[config.mk]
export PLATFORM = sky130hd
export DESIGN_NAME = dut_debug_ctrl
export DESIGN_NICKNAME = d
export VERILOG_FILES = /design/src/rtl/dbg_pkg.sv /design/src/rtl/dbg_bkpt_match.sv /design/src/rtl/dut_debug_ctrl.sv
export SDC_FILE = /design/constraint.sdc
export NUM_CORES = 1
export LEC_CHECK = 0
export BUFFER_PORTS_ARGS = -buffer_cell sky130_fd_sc_hd__buf_2
export CORE_AREA = 3 3 150 152
export CTS_BUF_LIST = sky130_fd_sc_hd__clkbuf_4 sky130_fd_sc_hd__clkbuf_8 sky130_fd_sc_hd__clkbuf_16
export DETAILED_ROUTE_END_ITERATION = 8
export DIE_AREA = 0 0 153 155
export GPL_TIMING_DRIVEN = 0
export PLACE_DENSITY = 0.63
export SETUP_SLACK_MARGIN = 0.15
export SLEW_MARGIN = 20
export SYNTH_ARGS = -nofsm -noshare
export SYNTH_HDL_FRONTEND = slang
export SYNTH_HIERARCHICAL = 1
export SYNTH_SLANG_ARGS = --single-unit
export TNS_END_PERCENT = 1
[constraint.sdc]
create_clock -name sysclk -period 3.3 [get_ports sysclk]
set_input_delay 0.825 -clock sysclk [delete_from_list [all_inputs] [get_ports sysclk]]
set_output_delay 0.825 -clock sysclk [all_outputs]
set_load 0.02 [all_outputs]
[src/rtl/dbg_pkg.sv]
// Shared types and field positions for the DUT run-control block.
package dbg_pkg;

    typedef enum logic [1:0] {
        StHalt = 2'd0,
        StRun  = 2'd1,
        StRunN = 2'd2,
        StStep = 2'd3
    } dbg_state_e;

    localparam logic [1:0] ReasonNone = 2'd0;
    localparam logic [1:0] ReasonStep = 2'd1;
    localparam logic [1:0] ReasonRunN = 2'd2;
    localparam logic [1:0] ReasonBkpt = 2'd3;

    localparam int unsigned CtrlSoftRst   = 0;
    localparam int unsigned CtrlRun       = 1;
    localparam int unsigned CtrlStep      = 2;
    localparam int unsigned CtrlRunN      = 3;
    localparam int unsigned CtrlHalt      = 4;
    localparam int unsigned CtrlClrStatus = 5;

    localparam int unsigned StatHaltedBit = 0;
    localparam int unsigned StatReasonLsb = 1;
    localparam int unsigned StatIdxLsb    = 4;

endpackage

[src/rtl/dbg_bkpt_match.sv]
// PC breakpoint comparators with a lowest-index-wins priority encoder.
module dbg_bkpt_match #(
    parameter int unsigned NUM_BKPT = 2,
    parameter int unsigned PC_WIDTH = 32
) (
    input  logic [NUM_BKPT*PC_WIDTH-1:0] i_bkpt_addr,
    input  logic [NUM_BKPT-1:0]          i_bkpt_en,
    input  logic [PC_WIDTH-1:0]          i_dut_pc,
    output logic                         o_hit,
    output logic [2:0]                   o_idx
);

    // Scan downwards so the lowest matching index is the last one written.
    always_comb begin
        o_hit = 1'b0;
        o_idx = '0;
        for (int i = NUM_BKPT - 1; i >= 0; i--) begin
            if (i_bkpt_en[i] && (i_bkpt_addr[i*PC_WIDTH +: PC_WIDTH] == i_dut_pc)) begin
                o_hit = 1'b1;
                o_idx = 3'(i);
            end
        end
    end

endmodule

[src/rtl/dut_debug_ctrl.sv]
// Run/step/run-N clock-enable controller with PC breakpoints, an enabled-cycle
// counter and a registered probe readback mux.
module dut_debug_ctrl
    import dbg_pkg::*;
#(
    parameter int unsigned C_S_AXI_DATA_WIDTH = 32,
    parameter int unsigned PC_WIDTH           = 32,
    parameter int unsigned NUM_BKPT           = 2,
    parameter int unsigned NUM_PROBES         = 4,
    parameter int unsigned CNT_WIDTH          = 32
) (
    input  logic                                     sysclk,
    input  logic                                     rst,
    input  logic [C_S_AXI_DATA_WIDTH-1:0]            ctrl,
    input  logic [CNT_WIDTH-1:0]                     run_n_count,
    input  logic [NUM_BKPT*PC_WIDTH-1:0]             bkpt_addr,
    input  logic [NUM_BKPT-1:0]                      bkpt_en,
    input  logic [$clog2(NUM_PROBES)-1:0]            probe_sel,
    input  logic [PC_WIDTH-1:0]                      dut_pc,
    input  logic [NUM_PROBES*C_S_AXI_DATA_WIDTH-1:0] probe_data,
    output logic                                     dut_clk_en,
    output logic                                     dut_rst,
    output logic [C_S_AXI_DATA_WIDTH-1:0]            status,
    output logic [CNT_WIDTH-1:0]                     cycle_count,
    output logic [C_S_AXI_DATA_WIDTH-1:0]            probe_out
);

    dbg_state_e                    r_state;
    logic                          r_prev_step;
    logic                          r_prev_runn;
    logic                          r_prev_clr;
    logic                          r_just_left;
    logic [1:0]                    r_reason;
    logic [2:0]                    r_bkpt_idx;
    logic [CNT_WIDTH-1:0]          r_remaining;
    logic [CNT_WIDTH-1:0]          r_cycle_count;
    logic                          r_dut_rst;
    logic [C_S_AXI_DATA_WIDTH-1:0] r_probe_out;

    logic                          w_soft_rst;
    logic                          w_run;
    logic                          w_halt;
    logic                          w_step_edge;
    logic                          w_runn_edge;
    logic                          w_clr_edge;
    logic                          w_bkpt_hit;
    logic [2:0]                    w_bkpt_idx;
    logic                          w_hit;
    logic                          w_clk_en;
    logic [C_S_AXI_DATA_WIDTH-1:0] w_probe_mux;
    logic [C_S_AXI_DATA_WIDTH-1:0] w_status;
    logic                          w_unused_ctrl;

    assign w_soft_rst    = ctrl[CtrlSoftRst];
    assign w_run         = ctrl[CtrlRun];
    assign w_halt        = ctrl[CtrlHalt];
    assign w_step_edge   = ctrl[CtrlStep] & ~r_prev_step;
    assign w_runn_edge   = ctrl[CtrlRunN] & ~r_prev_runn;
    assign w_clr_edge    = ctrl[CtrlClrStatus] & ~r_prev_clr;
    assign w_unused_ctrl = ^ctrl[C_S_AXI_DATA_WIDTH-1:CtrlClrStatus+1];

    dbg_bkpt_match #(
        .NUM_BKPT (NUM_BKPT),
        .PC_WIDTH (PC_WIDTH)
    ) u_bkpt_match (
        .i_bkpt_addr (bkpt_addr),
        .i_bkpt_en   (bkpt_en),
        .i_dut_pc    (dut_pc),
        .o_hit       (w_bkpt_hit),
        .o_idx       (w_bkpt_idx)
    );

    // Steps ignore breakpoints; the first cycle after resuming never matches so
    // a core parked on a breakpoint can move off it.
    assign w_hit = w_bkpt_hit & ~r_just_left & ((r_state == StRun) | (r_state == StRunN));
    assign w_clk_en = (r_state != StHalt) & ~w_hit & ~rst;

    always_comb begin
        w_probe_mux = '0;
        for (int i = 0; i < int'(NUM_PROBES); i++) begin
            if (int'(probe_sel) == i) begin
                w_probe_mux = probe_data[i*C_S_AXI_DATA_WIDTH +: C_S_AXI_DATA_WIDTH];
            end
        end
    end

    always_comb begin
        w_status                           = '0;
        w_status[StatHaltedBit]            = (r_state == StHalt);
        w_status[StatReasonLsb +: 2]       = r_reason;
        w_status[StatIdxLsb +: 3]          = r_bkpt_idx;
    end

    always_ff @(posedge sysclk) begin
        if (rst) begin
            r_state       <= StHalt;
            r_prev_step   <= 1'b0;
            r_prev_runn   <= 1'b0;
            r_prev_clr    <= 1'b0;
            r_just_left   <= 1'b0;
            r_reason      <= ReasonNone;
            r_bkpt_idx    <= '0;
            r_remaining   <= '0;
            r_cycle_count <= '0;
            r_dut_rst     <= 1'b1;
            r_probe_out   <= '0;
        end else begin
            r_prev_step <= ctrl[CtrlStep];
            r_prev_runn <= ctrl[CtrlRunN];
            r_prev_clr  <= ctrl[CtrlClrStatus];
            r_dut_rst   <= w_soft_rst;
            r_probe_out <= w_probe_mux;
            r_just_left <= 1'b0;

            if (w_clk_en) begin
                r_cycle_count <= r_cycle_count + CNT_WIDTH'(1);
            end
            if (w_clr_edge) begin
                r_reason   <= ReasonNone;
                r_bkpt_idx <= '0;
            end

            if (w_soft_rst) begin
                r_state       <= StHalt;
                r_reason      <= ReasonNone;
                r_bkpt_idx    <= '0;
                r_remaining   <= '0;
                r_cycle_count <= '0;
            end else if (w_halt) begin
                if (r_state != StHalt) begin
                    r_state     <= StHalt;
                    r_reason    <= ReasonNone;
                    r_remaining <= '0;
                end
            end else begin
                unique case (r_state)
                    StHalt: begin
                        if (w_step_edge) begin
                            r_state     <= StStep;
                            r_just_left <= 1'b1;
                        end else if (w_runn_edge) begin
                            if (run_n_count != '0) begin
                                r_state     <= StRunN;
                                r_remaining <= run_n_count;
                                r_just_left <= 1'b1;
                            end
                        end else if (w_run) begin
                            r_state     <= StRun;
                            r_just_left <= 1'b1;
                        end
                    end
                    StRun: begin
                        if (w_hit) begin
                            r_state    <= StHalt;
                            r_reason   <= ReasonBkpt;
                            r_bkpt_idx <= w_bkpt_idx;
                        end else if (!w_run) begin
                            r_state  <= StHalt;
                            r_reason <= ReasonNone;
                        end
                    end
                    StRunN: begin
                        if (w_hit) begin
                            r_state     <= StHalt;
                            r_reason    <= ReasonBkpt;
                            r_bkpt_idx  <= w_bkpt_idx;
                            r_remaining <= '0;
                        end else if (r_remaining == CNT_WIDTH'(1)) begin
                            r_state     <= StHalt;
                            r_reason    <= ReasonRunN;
                            r_remaining <= '0;
                        end else begin
                            r_remaining <= r_remaining - CNT_WIDTH'(1);
                        end
                    end
                    StStep: begin
                        r_state  <= StHalt;
                        r_reason <= ReasonStep;
                    end
                    default: r_state <= StHalt;
                endcase
            end
        end
    end

    assign dut_clk_en  = w_clk_en;
    assign dut_rst     = r_dut_rst;
    assign status      = w_status;
    assign cycle_count = r_cycle_count;
    assign probe_out   = r_probe_out;

endmodule

==> results_dict.tcl, run 1 <==
set metrics [dict create \
    die_w_microns 153 \
    grt_pass1_wl_mm 37.4 \
    finalInstanceArea_sq_um 9520 \
    cts-root-buf "clkbuf_16" \
    peakVddDrop_uv 167 \
    maxCapViolations 0 \
    ys_warn_count 6 \
    overflow 0 \
    clk_pin_slew_ns 0.07 \
    initial_core_util 0.315 \
    syn_area_sq_um 6670 \
    crit_path_end_kind "primary output" \
    synth.distinct_cells 62 \
    finalSetupViolations 1 \
    fin_crit_sh 1.03 \
    synthArstFlopShare 0 \
    syn_to_final_growth_pct 42.8 \
    hold_viol_final 0 \
    grt_antenna_before_repair 3 \
    place_worst_setup_slack_ns -0.811 \
    multi_input_area_sq_um 4430 \
    rsz0062_at_grt "yes" \
    num-nets-final 1415 \
    drt-initial-drc-count 432 \
    ys_ff_latch 108 \
    postSynthAreaPerCell_sq_um 9.11 \
    pin_count 392 \
    hold_path_class "flop to flop" \
    slew_viol_final 0 \
    synth_edf_count 0 \
    seqCellArea_sq_um 2160 \
    dp_hpwl_mm 21.1 \
    skew_ns 0.0141 \
    tritoncts "built" \
    final_cell_mix "333 x buf_2, 108 x dfxtp_1, 55 x xnor2_1" \
    drc 0 \
    crit_path_start_kind "input port" \
    violations "negative setup slack" \
    fmax_mhz 295 \
    cts_htree_levels 3 \
    vias 6982 \
    critPathRequiredTime_ns 2.47 \
    criticalPathCategory "input port to primary output" \
    power_density_nw_per_um2 361 \
    final_common_cell "buf_2" \
    total_power_mw 3.43 \
    rows 53 \
    path_max_fanout 2 \
    ys_seq_area_frac 0.324 \
    timing.final.crit_period_ns 3.39 \
    clock_sinks 108 \
    cp.arrival_ns 2.57 \
    worstSkewPairLatency_ns 0.36 \
    worst_pin_slew_ns 1.07 \
    r2r_setup_slack_ns 0.24 \
    grt_pass1_vias 6736 \
    firstDrtPassIters 5 \
    grt_max_degree 18 \
    status "finished, violations left" \
    fill_cells 2109 \
    cts.path.max_buffers 2 \
    die-area_sq_um 23700 \
    vias_per_cell 5.01 \
    slew-limit-headroom 0.279 \
    ctsHoldBuffers 0 \
    synth_cells 732 \
    drive_gt1_frac 0.419 \
    yosys_most_used_dff "dfxtp_1" \
    drt-total-wl_mm 25.5 \
    port_buffers 338 \
    leakage_nw 4.15 \
    numCtsBuffers 9 \
    antenna_left 0 \
    setup_ws_ns -0.0930 \
    grt_usage 0.199 \
    avgRoutedWirePerCell_microns 18.3 \
    placed_area_sq_um 8800 \
    gp_congestion 0.876 \
    utilization 0.450 \
    core-area_sq_um 21200 \
    die_h_microns 155 \
]
[through the flow]
step / hold WS [ns] / cells / TNS (ns)
final: 0.462 / 1394 / -0.0930
after global routing: 0.493 / 1394 / -0.365
after CTS: 0.466 / 1393 / -0.157
after detailed placement: 0.455 / 1371 / -28.23
after global placement: 0.453 / 1371 / -33.54
after floorplan: 0.447 / 758 / 0
[cell usage after synthesis (4+ instances only)]
cell,n,area share
and4_1,4,0.0053
or4_1,5,0.0056
o32ai_1,4,0.0053
o21ai_0,21,0.016
nor2_1,53,0.030
nor3_1,27,0.020
a21oi_1,18,0.014
a211oi_1,4,0.0045
or2_2,6,0.0056
nand3_1,27,0.020
a22o_1,19,0.025
nor2b_1,39,0.037
nand2_1,40,0.023
o31ai_1,6,0.0068
buf_1,5,0.0028
and3_1,5,0.0047
a31oi_1,4,0.0038
a32o_1,4,0.0060
xor2_1,49,0.064
nand4_1,14,0.013
nor4_1,32,0.030
dfxtp_1,108,0.32
clkbuf_1,26,0.015
mux4_2,32,0.11
ha_1,8,0.015
buf_4,28,0.032
inv_1,23,0.013
xnor2_1,55,0.072
or3_1,5,0.0047
o2bb2ai_1,11,0.014
[worst max-delay path, cell delays in order]
cell and delay, ns:
buf_2 0.13, xor2_1 0.15, nor4_2 0.47, and3_4 0.30
a31o_1 0.16, and3b_2 0.21, buf_8 0.11, nor3_4 0.04
buf_6 0.16
[sequential cells by signal (all words and copies together), names as in the netlist]
register     cells
cycle_count     32
dut_rst          1
probe_out       32
r_bkpt_idx       3
r_just_left      1
r_prev_clr       1
r_prev_runn      1
r_prev_step      1
r_reason         2
r_remaining     32
r_state          2
[per-layer routing]
metal / global-route usage / vias to the layer above / routed length (microns)
li1: - / 3363 / -
met1: 0.255 / 3329 / 10300
met2: 0.346 / 252 / 13100
met3: 0.0337 / 34 / 1500
met4: 0.0602 / 4 / 490
met5: 0 / - / 27
[where the power goes]
group	internal [mW]	switching, mW
sequential	1.35	0.0179
clock	0.722	0.515
combinational	0.391	0.442
total	2.46	0.976
[worst paths after layout]
check | start | to | depth (start not counted)
max reg2reg | r_remaining[4]$_SDFFE_PP0P_ | r_remaining[23]$_SDFFE_PP0P_ | 7
max | dut_pc[30] | dut_clk_en | 9
min reg2reg | r_bkpt_idx[1]$_SDFF_PP0_ | r_bkpt_idx[1]$_SDFF_PP0_ | 2
min | r_bkpt_idx[1]$_SDFF_PP0_ | r_bkpt_idx[1]$_SDFF_PP0_ | 2
[cell families (layout without fill, tap and decap cells)]
kind of cell	after synthesis	count (layout)	synth area share
buffers and inverters	86	446	0.0657
AND/OR/NAND/NOR	273	273	0.218
flip-flops	108	108	0.324
AO/OA/AOI/OAI	118	118	0.129
adder cells (fa/ha/maj)	8	8	0.0150
multiplexers	33	33	0.110
other	2	29	0.00113
XOR/XNOR	104	104	0.137
[final cells by class]
class | count | share of cell area
antenna | 1 | 0.000263
buffer | 62 | 0.0397
clock buffer | 12 | 0.0273
clock inverter | 4 | 0.00815
inverter | 24 | 0.00946
multi-input combinational | 564 | 0.465
sequential | 108 | 0.227
tap | 275 | 0.0361
timing repair buffer | 344 | 0.187
[timing repair]
action	CTS	global route
endpoints found under the setup margin	57	54
buffers inserted	6	0
gates resized for setup	31	33
gates cloned	0	0
pin swaps	11	18
(Power assumes the default switching activity.)
==> inputs of run 2 (changes only) <==
CORE_AREA = 3 3 149 151   (was 3 3 150 152)
CTS_BUF_LIST = default   (was sky130_fd_sc_hd__clkbuf_4 sky130_fd_sc_hd__clkbuf_8 sky130_fd_sc_hd__clkbuf_16)
DIE_AREA = 0 0 152 154   (was 0 0 153 155)
PLACE_DENSITY = 0.64   (was 0.63)
clock period = 4.4 ns   (was 3.3 ns; I/O delays follow)
==> run 2 against run 1 <==
  * The flow now finishes without violations
  * Die area shrank 1.3%
  * Critical path type unchanged
  * Sequential power shrank 25%
  * First-iteration DRC count grew 29%
  * Global-route usage shrank 0.33 points
  * Critical path depth grew 1
  * Clock skew shrank 0.0080 ns
  * Sequential share of layout area grew 0.86 points
  * Critical endpoint unchanged
  * Hold slack gained 0.015 ns
  * Clock power shrank 34%
  * Largest cell class unchanged
==> results_dict.tcl, run 2 (synthesized netlist as in run 1, its figures left out) <==
set metrics [dict create \
    r2r_start "r_state[0]$_SDFFE_PP0P_" \
    firstDrtPassIters 5 \
    r2r_end "r_remaining[3]$_SDFFE_PP0P_" \
    slew-limit-headroom 0.383 \
    finalSetupViolations 0 \
    final_common_cell "buf_2" \
    antenna_left 0 \
    power_density_nw_per_um2 266 \
    seqCellArea_sq_um 2160 \
    final_cell_mix "339 x buf_2, 108 x dfxtp_1, 55 x xnor2_1" \
    tritoncts "built" \
    grt_pass1_vias 6596 \
    cts_htree_levels 3 \
    ctsHoldBuffers 0 \
    utilization 0.438 \
    clock_sinks 108 \
    skew_ns 0.00600 \
    maxCapViolations 0 \
    cp.arrival_ns 3.01 \
    leakage_nw 4.04 \
    critPathRequiredTime_ns 3.30 \
    whs_ns 0.477 \
    cts-root-buf "clkbuf_16" \
    whs_path_depth 2 \
    drive_gt1_frac 0.393 \
    vias 6870 \
    overflow 0 \
    worstHoldEndpoint "r_remaining[21]$_SDFFE_PP0P_" \
    timing.final.crit_period_ns 4.11 \
    numCtsBuffers 9 \
    clk_pin_slew_ns 0.07 \
    path_max_fanout 10 \
    multi_input_area_sq_um 4230 \
    crit_path_start_kind "input port" \
    initial_core_util 0.318 \
    final_cells 1388 \
    fin_crit_sh 0.934 \
    hold_viol_final 0 \
    core-area_sq_um 21000 \
    slew_viol_final 0 \
    grt_pass1_wl_mm 36.4 \
    vias_per_cell 4.95 \
    rr_worst_depth 9 \
    crit_path_end_kind "primary output" \
    gp_congestion 0.909 \
    die_h_microns 154 \
    fmax_mhz 243 \
    fin_tns_setup_ns 0 \
    cts.path.max_buffers 2 \
    dp_hpwl_mm 20.5 \
    peakVddDrop_uv 136 \
    avgRoutedWirePerCell_microns 17.6 \
    fill_cells 2167 \
    die_w_microns 152 \
    port_buffers 338 \
    r2r_setup_slack_ns 1.18 \
    hold_path_class "flop to flop" \
    syn_to_final_growth_pct 37.6 \
    status "finished clean" \
    grt_max_degree 18 \
    rsz0062_at_grt "no" \
    rows 53 \
    grt_antenna_before_repair 2 \
    num-nets-final 1410 \
    drt-total-wl_mm 24.5 \
    worstSkewPairLatency_ns 0.35 \
    min-delay-start "r_remaining[21]$_SDFFE_PP0P_" \
    drt-initial-drc-count 557 \
    pin_count 392 \
    die-area_sq_um 23400 \
    dpl.cell_count 1371 \
    grt_usage 0.196 \
    criticalPathCategory "input port to primary output" \
    drc 0 \
    worst_pin_slew_ns 0.919 \
    diodes 0 \
]
## run 2: cell count changes in the layout (fill, tap and decap cells not counted), sizes merged
cell and change:
diode -1, clkinv +3, clkbuf -1, buf -6, bufinv -1
## run 2: routing by layer
| layer | GRT usage | share of wire | up-vias |
|---|---|---|---|
| met1 | 0.253 | 0.42 | 3156 |
| met3 | 0.0408 | 0.070 | 38 |
| li1 | - | - | 3372 |
| met4 | 0.0604 | 0.020 | 4 |
| met2 | 0.330 | 0.49 | 300 |
| met5 | 0 | 0.00057 | - |
## run 2: worst max path at each step
stage                     from    endpoint  cells after the start
floorplan           dut_pc[21]  dut_clk_en                      8
global placement     dut_pc[3]  dut_clk_en                     10
detailed placement   dut_pc[3]  dut_clk_en                     10
CTS                 dut_pc[17]  dut_clk_en                     10
global route         dut_pc[3]  dut_clk_en                     10
finish               dut_pc[3]  dut_clk_en                     10
## run 2: per-stage QoR
stage | power [mW] | worst slack, ns | area, sq um
6_report | 2.44 | 0.289 | 9180
5_1_grt | 2.57 | 0.158 | 9180
4_1_cts | 2.47 | 0.208 | 9120
3_5_place_dp | 1.64 | -0.383 | 8800
3_3_place_gp | 1.63 | -0.405 | 8800
2_1_floorplan | 1.39 | 0.611 | 6770
## run 2: worst max-delay path: stages
cell	delay, ns
buf_2	0.14
xor2_1	0.19
nor4_4	0.38
nand4_1	0.20
nor4_4	0.19
a31o_1	0.15
and3b_2	0.20
clkbuf_8	0.16
nor3_1	0.08
buf_4	0.21
## run 2: area by class of cell
class / instances / area share
flip-flops and latches: 108 / 0.236
repair buffers: 339 / 0.185
clock buffers: 10 / 0.0250
multi-input cells: 564 / 0.461
plain buffers: 62 / 0.0390
inverters: 24 / 0.00982
clock inverters: 6 / 0.00682
well taps: 275 / 0.0375
## run 2: repair_timing
item                       CTS  global route
buffers inserted             1             0
hold endpoints to repair     0             0
pin swaps                    4             3
setup endpoints to repair    1             1
gates resized for setup      6             6
## run 2: where the power goes
part | total, mW | leakage [nW] | switching, mW | internal [mW]
Combinational | 0.601 | 3.01 | 0.318 | 0.283
Clock | 0.818 | 0.147 | 0.374 | 0.443
Sequential | 1.02 | 0.881 | 0.0140 | 1.01
==> inputs of run 3 (changes only) <==
ABC_AREA = 1   (was default)
CORE_AREA = 3 3 150 152   (was 3 3 149 151)
DIE_AREA = 0 0 153 155   (was 0 0 152 154)
PLACE_DENSITY = 0.69   (was 0.64)
==> run 3 against run 2 <==
  * Utilization rose by 5.0 points
  * Area after synthesis rose by 18%
  * Critical path depth rose by 2
  * Sequential share of layout area fell by 2.6 points
  * Combinational power rose by 29%
  * Register-to-register slack improved by 0.64 ns
  * Synthesized cell count rose by 80%
  * Die area rose by 1.3%
  * Global-route usage rose by 4.4 points
  * Flip-flop and latch count did not move
  * Fmax rose by 4.0%
  * Non-clock buffer count rose by 4
  * Critical path type unchanged
  * Largest power group unchanged
==> results_dict.tcl, run 3 <==
set metrics [dict create \
    status "finished clean" \
    numCtsBuffers 9 \
    fin_tns_setup_ns 0 \
    synthMuxAreaShare 0 \
    crit_path_start_kind "input port" \
    rsz0062_at_grt "no" \
    skew_ns 0.0128 \
    synth_area_leaders "dfxtp_1 27%, nand2_1 19%, inv_1 7.6%" \
    crit_path_end_kind "primary output" \
    cts.path.max_buffers 2 \
    crit_path_end "dut_clk_en" \
    rr_worst_depth 11 \
    yosysMostFrequentCell "nand2_1" \
    slew_viol_final 0 \
    synth_common_cells "407 x nand2_1, 160 x inv_1, 146 x nor2_1" \
    syn_to_final_growth_pct 30.8 \
    whs_ns 0.488 \
    overflow 0 \
    r2r_end "cycle_count[24]$_SDFFE_PP0P_" \
    die_h_microns 155 \
    total_power_mw 2.60 \
    grt_max_degree 19 \
    fill_cells 2240 \
    synthAdderAreaFrac 0.0127 \
    antenna_left 0 \
    grt_pass1_wl_mm 45.7 \
    rows 53 \
    postSynthAreaPerCell_sq_um 5.97 \
    synth_xor_area_frac 0.0500 \
    synth_top_family_by_area "simple AND/OR/NAND/NOR gates" \
    core-area_sq_um 21200 \
    drive_gt1_frac 0.253 \
    path_max_fanout 14 \
    finalSetupViolations 0 \
    drt-initial-drc-count 507 \
    peakVddDrop_uv 167 \
    grt_antenna_before_repair 5 \
    slew-limit-headroom 0.571 \
    critPathLaunch "dut_pc[28]" \
    synth.distinct_cells 46 \
    synth_cells 1321 \
    synthArstFlopShare 0 \
    r2r_start "r_state[0]$_SDFFE_PP0P_" \
    leakage_nw 5.43 \
    synth-compound-area-share 0.132 \
    vias 9522 \
    avgRoutedWirePerCell_microns 15.1 \
    yosys.area_share.simple 0.397 \
    synth_edf_count 0 \
    tritoncts "built" \
    initial_core_util 0.373 \
    drt-total-wl_mm 29.9 \
    cp.arrival_ns 2.85 \
    cts_htree_levels 3 \
    grt_pass1_vias 8922 \
    die_w_microns 153 \
    ys_seq_area_frac 0.274 \
    clk_pin_slew_ns 0.08 \
    port_buffers 339 \
    maxCapViolations 0 \
    critPathRequiredTime_ns 3.30 \
    fmax_mhz 253 \
    num-nets-final 1998 \
    ys_warn_count 6 \
    worstSkewPairLatency_ns 0.35 \
    final_common_cell "nand2_1" \
    synth_top_cell_area_share 0.274 \
    yosysTopAreaCell "dfxtp_1" \
    timing.final.crit_period_ns 3.95 \
    dp_hpwl_mm 25.8 \
    vias_per_cell 4.81 \
    hold_viol_final 0 \
    worst_pin_slew_ns 0.644 \
    drc 0 \
    power_density_nw_per_um2 252 \
    syn_area_sq_um 7880 \
    cts-root-buf "clkbuf_16" \
    pin_count 392 \
    finalInstanceArea_sq_um 10300 \
    gp_congestion 1.04 \
    die-area_sq_um 23700 \
    clock_sinks 108 \
    grt_usage 0.240 \
    final_cell_mix "407 x nand2_1, 341 x buf_2, 160 x inv_1" \
    hold_path_class "flop to flop" \
    criticalPathCategory "input port to primary output" \
    firstDrtPassIters 5 \
    fin_crit_sh 0.898 \
    yosys_most_used_dff "dfxtp_1" \
    cts_setup_buffers 0 \
    ys_ff_latch 108 \
    placed_area_sq_um 10000 \
    r2r_setup_slack_ns 1.82 \
]
==> run 3: cell types whose count changed after synthesis, moves of 30 or more <==
| cell | before | now |
|---|---|---|
| xor2_1 | 49 | 17 |
| nand3_1 | 27 | 92 |
| inv_1 | 23 | 160 |
| o211ai_1 | 1 | 35 |
| o21ai_0 | 21 | 68 |
| nor2b_1 | 39 | 0 |
| mux4_2 | 32 | 0 |
| nor2_1 | 53 | 146 |
| a21oi_1 | 18 | 59 |
| nand2_1 | 40 | 407 |
| nor4_1 | 32 | 2 |
==> run 3: worst max-delay path, cell delays in order <==
cell and delay, ns:
buf_2 0.12, xnor2_1 0.27, nand2_1 0.09, nor2_1 0.18
nand2_1 0.10, nor2_2 0.08, nand3_1 0.07, nand2_1 0.11
nand3_2 0.22, nand3_4 0.18, inv_2 0.14, buf_2 0.19
==> run 3: what timing repair did <==
item                                    CTS  global route
resized for setup                         0             0
endpoints found under the setup margin    0             1
hold buffers                              0             0
==> run 3: logic make-up after synthesis <==
family | after synthesis
other | 2
flip-flops | 108
adder cells (fa/ha/maj) | 8
XOR/XNOR | 45
AO/OA/AOI/OAI | 184
buffers and inverters | 242
AND/OR/NAND/NOR | 732
==> run 3: per-layer routing <==
layer | share of wire | GRT usage | vias to the layer above | wire (microns)
met5 | 0.00063 | 0 | - | 19
met4 | 0.038 | 0.0942 | 4 | 1130
met3 | 0.069 | 0.0534 | 59 | 2070
met2 | 0.49 | 0.426 | 377 | 14800
met1 | 0.40 | 0.282 | 4181 | 11900
li1 | - | - | 4901 | -
==> run 3: metrics by stage <==
stage / instances / worst slack [ns] / utilization
after floorplan: 1347 / 0.901 / -
after global placement: 1961 / 0.250 / 0.474
after detailed placement: 1961 / 0.194 / 0.474
after CTS: 1977 / 0.200 / 0.487
after global routing: 1979 / 0.302 / 0.487
final: 1980 / 0.449 / 0.487
==> run 3: layout make-up <==
type / count / area [sq um] / share of cell area
tap: 275 / 344 / 0.0334
timing repair buffer: 339 / 1700 / 0.165
sequential: 108 / 2160 / 0.210
clock inverter: 6 / 45.0 / 0.00437
antenna: 4 / 10.0 / 0.000971
multi-input combinational: 997 / 4770 / 0.463
buffer: 66 / 385 / 0.0374
clock buffer: 10 / 239 / 0.0232
inverter: 175 / 657 / 0.0637
==> run 3: how the worst min path moves through the flow <==
stage                                     start                           to  slack [ns]  depth (start not counted)
floorplan           r_remaining[1]$_SDFFE_PP0P_  r_remaining[1]$_SDFFE_PP0P_        0.46                          2
global placement    r_remaining[1]$_SDFFE_PP0P_  r_remaining[1]$_SDFFE_PP0P_        0.48                          2
detailed placement  r_remaining[1]$_SDFFE_PP0P_  r_remaining[1]$_SDFFE_PP0P_        0.48                          2
CTS                 r_remaining[1]$_SDFFE_PP0P_  r_remaining[1]$_SDFFE_PP0P_        0.49                          2
global route        r_remaining[1]$_SDFFE_PP0P_  r_remaining[1]$_SDFFE_PP0P_        0.51                          2
finish              r_remaining[1]$_SDFFE_PP0P_  r_remaining[1]$_SDFFE_PP0P_        0.49                          2
==> run 3: power by group <==
part,total (mW),leakage [nW],internal [mW],switching [mW]
Combinational,0.775,4.42,0.298,0.476
Clock,0.799,0.137,0.405,0.394
Sequential,1.03,0.881,1.01,0.0186
Total,2.60,5.43,1.71,0.889
